===== config.mk =====
export PLATFORM = sky130hd
export DESIGN_NAME = udp_rec_pingpong
export DESIGN_NICKNAME = d
export VERILOG_FILES = /design/src/rtl/udp_rec_pingpong.sv
export SDC_FILE = /design/constraint.sdc
export NUM_CORES = 1
export LEC_CHECK = 0
export CAP_MARGIN = 20
export CORE_AREA = 2 2 100 102
export DETAILED_ROUTE_END_ITERATION = 10
export DIE_AREA = 0 0 102 104
export GPL_ROUTABILITY_DRIVEN = 0
export GPL_TIMING_DRIVEN = 0
export PLACE_DENSITY = 0.72
export SLEW_MARGIN = 25
export SYNTH_ARGS = -nofsm -noshare
export SYNTH_HDL_FRONTEND = slang
export SYNTH_SLANG_ARGS = --single-unit

===== constraint.sdc =====
create_clock -name clk -period 2.18 [get_ports clk]
set_input_delay 0.218 -clock clk [delete_from_list [all_inputs] [get_ports clk]]
set_output_delay 0.218 -clock clk [all_outputs]
set_load 0.01 [all_outputs]

===== src/rtl/udp_rec_pingpong.sv =====
// Receive-side writer for UDP payload frames into a two-bank ping-pong RAM.
// Commits each finished frame to its bank and reports length, truncation and drops.
module udp_rec_pingpong #(
    parameter int DW   = 32,
    parameter int AW   = 12,
    parameter int SWAP = 0,
    parameter int DCW  = 16
) (
    input  logic            clk,
    input  logic            RST,
    input  logic            en_in,
    input  logic [DW-1:0]   data_in,
    input  logic [1:0]      buf_release,
    output logic [DW-1:0]   data_out,
    output logic            en_out,
    output logic [AW:0]     addr,
    output logic            frame_done,
    output logic [AW:0]     frame_len,
    output logic            frame_bank,
    output logic            frame_trunc,
    output logic [1:0]      bank_full,
    output logic [DCW-1:0]  drop_cnt
);

    typedef enum logic [1:0] {
        ST_IDLE = 2'd0,
        ST_RECV = 2'd1,
        ST_DROP = 2'd2
    } state_t;

    function automatic logic [DW-1:0] byte_swap(input logic [DW-1:0] d);
        logic [DW-1:0] r;
        r = '0;
        for (int k = 0; k < DW / 8; k++) begin
            r[8*k +: 8] = d[8*(DW/8-1-k) +: 8];
        end
        return r;
    endfunction

    state_t          state_r, state_s;
    logic            wr_bank_r, wr_bank_s;
    logic [AW:0]     count_r, count_s;
    logic            trunc_r, trunc_s;
    logic [DW-1:0]   data_r, data_s;
    logic            en_r, en_s;
    logic [AW:0]     addr_r, addr_s;
    logic            done_r, done_s;
    logic [AW:0]     len_r, len_s;
    logic            fbank_r, fbank_s;
    logic            ftrunc_r, ftrunc_s;
    logic [1:0]      bank_full_r, bank_full_s;
    logic [DCW-1:0]  drop_r, drop_s;
    logic [1:0]      set_mask_s;
    logic            drop_inc_s;
    logic            commit_s;
    logic [DW-1:0]   wr_data_s;

    assign wr_data_s = (SWAP != 0) ? byte_swap(data_in) : data_in;

    // FSM state register
    always_ff @(posedge clk) begin
        if (RST) begin
            state_r <= ST_IDLE;
        end else begin
            state_r <= state_s;
        end
    end

    // Next-state, write-port and frame-commit decode
    always_comb begin
        state_s    = state_r;
        wr_bank_s  = wr_bank_r;
        count_s    = count_r;
        trunc_s    = trunc_r;
        data_s     = '0;
        en_s       = 1'b0;
        addr_s     = addr_r;
        done_s     = 1'b0;
        len_s      = len_r;
        fbank_s    = fbank_r;
        ftrunc_s   = ftrunc_r;
        set_mask_s = 2'b00;
        drop_inc_s = 1'b0;
        commit_s   = 1'b0;

        case (state_r)
            ST_IDLE: begin
                if (en_in) begin
                    trunc_s = 1'b0;
                    if (!bank_full_r[wr_bank_r]) begin
                        state_s = ST_RECV;
                        en_s    = 1'b1;
                        data_s  = wr_data_s;
                        addr_s  = {wr_bank_r, {AW{1'b0}}};
                        count_s = {{AW{1'b0}}, 1'b1};
                    end else begin
                        state_s    = ST_DROP;
                        drop_inc_s = 1'b1;
                    end
                end else begin
                    state_s = ST_IDLE;
                end
            end
            ST_RECV: begin
                if (en_in) begin
                    // count_r[AW] set means the bank is already filled to the last offset
                    if (count_r[AW]) begin
                        trunc_s = 1'b1;
                        state_s = ST_DROP;
                    end else begin
                        en_s    = 1'b1;
                        data_s  = wr_data_s;
                        addr_s  = {wr_bank_r, count_r[AW-1:0]};
                        count_s = count_r + {{AW{1'b0}}, 1'b1};
                    end
                end else begin
                    commit_s = 1'b1;
                end
            end
            ST_DROP: begin
                if (en_in) begin
                    state_s = ST_DROP;
                end else if (trunc_r) begin
                    commit_s = 1'b1;
                end else begin
                    state_s = ST_IDLE;
                end
            end
            default: begin
                state_s = ST_IDLE;
            end
        endcase

        if (commit_s) begin
            state_s    = ST_IDLE;
            done_s     = 1'b1;
            len_s      = count_r;
            fbank_s    = wr_bank_r;
            ftrunc_s   = trunc_r;
            set_mask_s = wr_bank_r ? 2'b10 : 2'b01;
            wr_bank_s  = ~wr_bank_r;
        end else begin
            done_s = 1'b0;
        end

        // a set on the same edge as a release of that bank takes priority
        bank_full_s = (bank_full_r & ~buf_release) | set_mask_s;

        if (drop_inc_s && !(&drop_r)) begin
            drop_s = drop_r + {{(DCW-1){1'b0}}, 1'b1};
        end else begin
            drop_s = drop_r;
        end
    end

    // Datapath and status registers
    always_ff @(posedge clk) begin
        if (RST) begin
            wr_bank_r   <= 1'b0;
            count_r     <= '0;
            trunc_r     <= 1'b0;
            data_r      <= '0;
            en_r        <= 1'b0;
            addr_r      <= '0;
            done_r      <= 1'b0;
            len_r       <= '0;
            fbank_r     <= 1'b0;
            ftrunc_r    <= 1'b0;
            bank_full_r <= 2'b00;
            drop_r      <= '0;
        end else begin
            wr_bank_r   <= wr_bank_s;
            count_r     <= count_s;
            trunc_r     <= trunc_s;
            data_r      <= data_s;
            en_r        <= en_s;
            addr_r      <= addr_s;
            done_r      <= done_s;
            len_r       <= len_s;
            fbank_r     <= fbank_s;
            ftrunc_r    <= ftrunc_s;
            bank_full_r <= bank_full_s;
            drop_r      <= drop_s;
        end
    end

    assign data_out    = data_r;
    assign en_out      = en_r;
    assign addr        = addr_r;
    assign frame_done  = done_r;
    assign frame_len   = len_r;
    assign frame_bank  = fbank_r;
    assign frame_trunc = ftrunc_r;
    assign bank_full   = bank_full_r;
    assign drop_cnt    = drop_r;

endmodule

---- Word level (Yosys, flattened, before mapping) ----
Index checks and enable logic that the tools add are counted.
operators by class
  bitwise logic cells ..................... 4
  magnitude comparators ................... 1
  eq/ne operators ......................... 8
  add/subtract/negate cells ............... 2
  mux-type cells .......................... 43
  reductions and logical operators ........ 10
operators with widths
  kind                                                         number
  2-to-1 mux 32 bit                                            4
  2-to-1 mux 13 bit                                            8
  case mux 32 bit (2 select lines)                             1
  case mux 13 bit (2 select lines)                             2
  adder 16 x 1 -> 16 bit (second input constant)               1
  2-to-1 mux 1 bit                                             16
  2-to-1 mux 2 bit                                             8
  AND reduction 16 bit                                         1
  adder 13 x 1 -> 13 bit (second input constant)               1
  inequality test 2 bit (second input constant)                5
  AND reduction 4 bit                                          2
  case mux 1 bit (2 select lines)                              3
  case mux 2 bit (3 select lines)                              1
  AND reduction 5 bit                                          1
  inequality test 3 bit (second input constant)                1
  AND reduction 3 bit                                          1
  AND 2 bit                                                    1
  == test 2 x 1 -> 1 bit (second input constant)               1
  == test 2 bit (second input constant)                        1
  logical NOT 2 bit                                            1
  less-than comparator 1 x 2 -> 1 bit (second input constant)  1
  NOT 2 bit                                                    1
  bitwise OR 2 bit                                             1
  nonzero test 2 bit                                           1
  4 further kinds                                              4
word-level totals
  output and inout bits ................... 80
  register bits after elaboration ......... 97

---- Longest topological paths before layout ----
Gate-level depths: netlist of run 1.
  depth in word-level cells ............... 6
  gate-level depth with buffers ........... 8

---- Worst setup path before layout of run 1 ----
Ideal clock, no wire load.
  path kind ............................... reg-to-reg
  from .................................... register state_r[1]
  to ...................................... register addr_r[10] (netlist: addr[10])
  setup time .............................. 117 ps
  path slack .............................. 321 ps
  data arrival time ....................... 1743 ps
  stages on the path, launching flop included .. 9
  period minus slack after synthesis ...... 1859 ps
  cell sequence ........................... dfxtp_1 -> inv_1 -> ha_1 -> buf_2 -> nor2b_1 -> a2bb2oi_1 -> a21oi_1 -> buf_2 -> a22o_1
on the way
  longest elaborated chain between the ends .. 3
RTL lines
  element                                                                       RTL line  source
  start, declared                                                               40        state_t state_r, state_s;
  start signal, assigned                                                        65        state_r <= state_s;
  == test 2 x 1 -> 1 bit or logical NOT 2 bit (tied branches)                   86        case (state_r)
  inequality test 2 bit (no source line) or nonzero test 2 bit (tied branches)  n/a
  AND reduction 5 bit (no source line)                                          n/a
  end signal, assigned                                                          177       addr_r <= addr_s;
  end, declared                                                                 46        logic [AW:0] addr_r, addr_s;
Several ways; a longest one is shown, not always the timed one.
A chain may end at the register's enable or synchronous reset.

---- Final worst setup path of run 1 ----
  from .................................... register state_r[0]
  to ...................................... register addr_r[5] (netlist: addr[5])
The elaborated chain is that of the path after synthesis.

==> results of run 1 <==
## state kept, by name, indices dropped and copies added, names as in the netlist, 2 cells and up
name and flops:
data_out 32, count_r 13, addr 13, bank_full 2
state_r 2, frame_len 13, drop_cnt 16
## layout by cell type (no fill, tap or decap), types with 3 or more instances in the layout
cell type | Yosys | routed
clkdlybuf4s50_1 | 0 | 115
dfxtp_1 | 97 | 97
and2_1 | 34 | 34
a21oi_1 | 33 | 32
nand2_1 | 20 | 20
nor2_1 | 20 | 19
mux2i_1 | 18 | 18
or4_1 | 13 | 13
a22o_1 | 12 | 12
o31ai_1 | 11 | 11
o21ai_0 | 11 | 11
clkbuf_1 | 8 | 9
nand2b_1 | 9 | 9
or3_1 | 9 | 9
nand3_1 | 9 | 9
clkbuf_8 | 0 | 9
nand4_1 | 8 | 8
inv_1 | 6 | 6
buf_2 | 8 | 6
and4_1 | 6 | 6
ha_1 | 6 | 6
a211oi_1 | 5 | 5
o211ai_1 | 3 | 3
## worst paths after layout
kind | from | depth (start not counted) | end
worst max register to register | state_r[0] | 8 | addr[5]
worst max-delay path | state_r[0] | 8 | addr[5]
worst min-delay path | RST | 2 | frame_done
worst min register to register | frame_bank | 2 | frame_bank
## cell families after synthesis
group	count (synthesis)
and+or+nand+nor	143
DFF	97
AOI/OAI and AO/OA	87
buffers and inverters	24
muxes	21
adders and majority gates	6
## power groups by stage
stage / logic (mW) / registers [mW] / clock network (mW)
finish: 0.423 / 1.84 / 1.18
global route: 0.460 / 1.85 / 1.30
CTS: 0.407 / 1.84 / 1.22
detailed placement: 0.399 / 1.88 / 0
global placement: 0.394 / 1.88 / 0
floorplan: 0.187 / 1.90 / 0
## routing by layer
layer	share of wire	up-vias	global-route usage	wire length [um]
met5	0	-	0	0
met4	0.0092	0	0.06952	87
met3	0.045	8	0.03091	424
met2	0.49	91	0.2852	4659
met1	0.45	1560	0.2501	4315
li1	-	1632	-	-
## stage by stage
step	setup slack (ns)	cells	TNS [ns]
2_1_floorplan	0.3207	378	0
3_3_place_gp	0.02655	626	0
3_5_place_dp	-0.03206	626	-0.2512
4_1_cts	0.08322	642	0
5_1_grt	0.01713	642	0
6_report	0.1623	642	0
## cells in the mapped netlist (all sizes together) (2+ instances only)
library cell / number
buf: 10
a41oi: 2
or3: 9
mux2i: 19
dfxtp: 97
nand3: 10
o221ai: 2
nor2: 20
and4: 7
inv: 6
nand4: 9
ha: 6
nor2b: 3
o21ai: 11
and2: 34
or4: 13
nand2: 20
o211ai: 3
mux2: 2
a21oi: 33
a22o: 12
o31ai: 11
clkbuf: 8
a211oi: 5
nand2b: 9
## timing repair
item                                    4_1_cts  5_1_grt
endpoints found under the setup margin       10       47
gates cloned                                  0        0
gates resized for setup                       1        9
## critical path, stage by stage, from the launching register on
cell and delay (ns):
dfxtp_1 0.35, inv_1 0.09, ha_1 0.16, buf_2 0.22, nor2b_4 0.24, a2bb2oi_2 0.30, a21oi_2 0.13, clkbuf_4 0.22
a22o_1 0.20
## area by class of cell
class                   count  area, um^2
plain buffers              18       90.09
flip-flops and latches     97        1942
fillers                   890        4227
clock inverters             6       73.82
well taps                 133       166.4
multi-input cells         257        1749
inverters                   6       22.52
repair buffers            115        1151
clock buffers              10       127.6
==> qor.txt, run 1 <==
Status -> finished, final reports clean
Total power -> 3.445 mW
Core Rows -> 36
I/O pins -> 117
Synth Area in Simple Gates -> 0.2261
Dpl cell area -> 5080 um^2
Largest family of logic cells by synthesized area -> simple AND/OR/NAND/NOR gates
Switch share -> 0.2507
Clock Tree Buf Depth -> 2
CTS H-tree lvls -> 3
Most used DFF post-synth -> dfxtp_1
Fin Clk Skew -> 0.01051 ns
Post-synth EDFFs -> 0
WL final -> 9487 um
DR vias/cell -> 5.126
HP Class -> in2reg
Relative slew slack -> 0.6142
Net Sw Power -> 863.8 uW
Post-Syn Area -> 3762 um^2
Least-Margin Pin Slew -> 0.5787 ns
Xor/xnor share of the synthesized area -> 0
Clock Pin Slew Worst Setup and Hold Paths -> 0.10 ns
Asr flop ratio synth -> 0
DIE WIDTH -> 102 um
DRC -> 0
Hold slack -> 0.3245 ns
Worst Setup Start Kind -> register
Total track usage -> 0.1823
Clock share of power -> 0.343
Maximum net fanout on the critical path -> 10
DRT iter0 DRCs -> 144
LEAKAGE -> 1.841 nW
Starting density of the core -> 0.3940
Largest cells by area after synthesis -> dfxtp_1, and2_1, mux2i_1
Syn Area/Cell -> 9.953 um^2
Core area -> 9549 um^2
Mux contribution to synthesized area -> 0.05853
Die area -> 10610 um^2
Post-CTS Setup Inserts -> 0
P_int -> 2.581 mW
Post-synthesis compound-gate area fraction -> 0.1506
Sequential share of power -> 0.534
Hpwl dp -> 6844 um
Hold Vio Cnt, Final -> 0
Antenna cells -> 0
Critical path capture point type -> register
CTS Buf Count -> 9
RSZ-0062 raised after global routing -> false
Worst skew pair latency -> 0.36 ns
Netlist cell types -> 49
DRT Pass-1 Iters -> 5
CTS tree -> yes
Share of the synthesized area in the top cell type -> 0.5161
Clock root buffer -> clkbuf_8
Port Buffer Count -> 115
Die H -> 104 um
Fin area -> 5323 um^2
Crit path arrival time -> 2.27 ns
DR vias -> 3291
Final Max Tran Viols -> 0
Largest net degree at the start of global routing -> 18
Global-route wire length before repair -> 15500 um
Cell Pwr Density -> 647.3 nW/um^2
Final Setup Violations -> 0
Maximum VDD drop -> 0.3029 mV
Register area share after synthesis -> 0.5161
Period utilization -> 0.9255
WL per Instance -> 14.78 um
Kind of critical path -> reg2reg
Num Clock Sinks -> 97
Cell taking the most area after synthesis -> dfxtp_1
Ys Warns -> 0
Max Cap Viol -> 0
Hold Buf Count CTS -> 0
Synthesized-area fraction occupied by adder cells -> 0.01995
Initial antenna violation count -> 0
Min Tclk post-route -> 2.018 ns
DRT antenna net count -> 0
Layout area overhead -> 41.47%
Setup slack, reg-to-reg -> 0.16 ns
Core Util, Final -> 0.5574
Nets -> 547
Vias in the first global route -> 3172
Comb power frac -> 0.123
Number of synthesized register bits -> 97
Share of cells above drive strength 1 -> 0.07466
Mapped Nets -> 421
GRT overflow -> 0
Max Fclk -> 0.4956 GHz
Data required, critical path -> 2.43 ns
Post-Synthesis Cells -> 378
No activity file was read; power rests on OpenSTA's default activity.
==> run 2: changes to the inputs <==
- CORE_AREA: 2 2 100 102 -> 2 2 115 117
- DIE_AREA: 0 0 102 104 -> 0 0 117 119
- PLACE_DENSITY: 0.72 -> 0.57
==> run 2 against run 1 <==
First-iteration DRC count is 9.7% higher. Wire length is 1.6% higher. Maximum frequency is 3.1% lower. Cell area is 3.3% higher. Register-to-register slack worse by 0.06 ns. Setup slack worse by 0.064 ns. Clock power is 53% higher. Combinational power is 2% lower. Via count is 0.27% higher. Sequential share of layout area is 1.2 points lower. Critical endpoint is now addr[7]. Largest power group unchanged.
==> qor.txt, run 2 (same netlist as run 1, synthesis figures left out) <==
Clock root buffer -> clkbuf_16
Vias in the first global route -> 3132
Worst skew pair latency -> 0.34 ns
Max Cap Viol -> 0
DRC -> 0
Met2 Wirelength -> 4187 um
Die area -> 13920 um^2
Largest net degree at the start of global routing -> 16
CTS H-tree lvls -> 3
Least-Margin Pin Slew -> 0.5854 ns
Crit path arrival time -> 2.31 ns
Hpwl dp -> 6907 um
Total power -> 4.062 mW
Setup WS pre-CTS -> -0.07279 ns
Die H -> 119 um
Clock Tree Buf Depth -> 2
DRT antenna net count -> 0
Slowest-stage cell, CP -> dfxtp_1
Met3 WL -> 888 um
Hold Vio Cnt, Final -> 0
Critical path capture point type -> register
Most frequent cells in the layout -> clkdlybuf4s50_1, dfxtp_1, and2_1, a21oi_1, nand2_1
Worst Setup Start Kind -> register
DR vias -> 3300
Kind of critical path -> reg2reg
Commonest non-fill, non-tap cell in the layout -> clkdlybuf4s50_1
WL final -> 9636 um
Sum Neg Setup Slack -> 0 ns
Data required, critical path -> 2.41 ns
Core Rows -> 42
Maximum net fanout on the critical path -> 10
LEAKAGE -> 1.911 nW
PnR worst setup slack -> 0.09839 ns
DRT Pass-1 Iters -> 4
Max Fclk -> 0.4804 GHz
Cell Pwr Density -> 738.6 nW/um^2
Max layer used -> met4
DR vias/cell -> 4.825
Final Max Tran Viols -> 0
CP Cell Sequence -> inv_1 > ha_1 > buf_2 > nor2b_2 > a2bb2oi_2 > a21oi_1 > clkbuf_4 > a22o_1
Nets -> 547
GRT overflow -> 0
Min Tclk post-route -> 2.082 ns
# fillers -> 1245
Delay-heaviest family, CP -> compound AO/OA/AOI/OAI gates
Hold slack -> 0.2705 ns
Bufs and invs on worst path -> 3
Fin area -> 5500 um^2
Starting density of the core -> 0.2922
Status -> finished, final reports clean
Hold Buf Count CTS -> 0
Dpl cell area -> 5134 um^2
HP Class -> in2reg
I/O pins -> 117
Share of cells above drive strength 1 -> 0.07087
Routed met1 length -> 4387 um
Relative slew slack -> 0.6098
Global-route wire length before repair -> 15610 um
CTS Buf Count -> 9
Core area -> 12870 um^2
Clock Pin Slew Worst Setup and Hold Paths -> 0.07 ns
Max reg flops -> 32
DIE WIDTH -> 117 um
Maximum VDD drop -> 0.3386 mV
WL per Instance -> 14.09 um
Port Buffer Count -> 115
Antenna cells -> 0
CP peak stage delay -> 0.34 ns
Num Clock Sinks -> 97
DRT iter0 DRCs -> 158
Total track usage -> 0.1426
Layout area overhead -> 46.19%
Period utilization -> 0.9549
Final Setup Violations -> 0
RSZ-0062 raised after global routing -> true
Fin Clk Skew -> 0.007685 ns
Initial antenna violation count -> 0
CTS tree -> yes
## run 2: cell types whose count changed in the layout (fill, tap and decap cells not counted), sizes merged
cell / delta
bufinv: +2
clkinv: +2
buf: +1
clkbuf: -1
clkinvlp: -2
inv: -3
## run 2: stage by stage
step / instances / util
2_1_floorplan: 378 / -
3_3_place_gp: 669 / 0.3987
3_5_place_dp: 669 / 0.3987
4_1_cts: 684 / 0.4259
5_1_grt: 684 / 0.4272
6_report: 684 / 0.4272
## run 2: power breakdown
group          internal [mW]  total (mW)  switching (mW)
clock                   1.15        1.81           0.660
combinational          0.212       0.414           0.202
sequential              1.82        1.84          0.0234
## run 2: worst paths after layout
path,cells after the start,slack (ns),to,startpoint
worst max-delay path,8,0.1,addr[7],state_r[0]
worst min-delay path,2,0.27,frame_done,RST
worst max register to register,8,0.1,addr[7],state_r[0]
worst min register to register,1,0.47,addr[6],addr[6]
## run 2: repair_timing
item,in CTS,in global routing
endpoints found under the setup margin,10,46
hold endpoints to repair,0,0
gates resized for setup,1,6
buffers inserted,0,0
## run 2: layout make-up
class                      instances  area, um^2  area share
sequential                        97        1942      0.3530
clock inverter                     5       103.9     0.01888
buffer                            18       88.84     0.01615
inverter                           6       22.52    0.004095
clock buffer                      10       239.0     0.04345
tap                              176       220.2     0.04004
multi-input combinational        257        1733      0.3151
timing repair buffer             115        1151      0.2093
## run 2: layer usage
metal	global-route usage	vias to the layer above
li1	-	1635
met2	0.2041	112
met3	0.05852	12
met1	0.1895	1541
met4	0.05735	0
met5	0	-
==> run 3: changes to the inputs <==
- CTS_CLUSTER_SIZE: unset -> 12
- TNS_END_PERCENT: unset -> 5
==> results of run 3 <==
No change in the layout: final DEF, timing and power equal those of run 2.
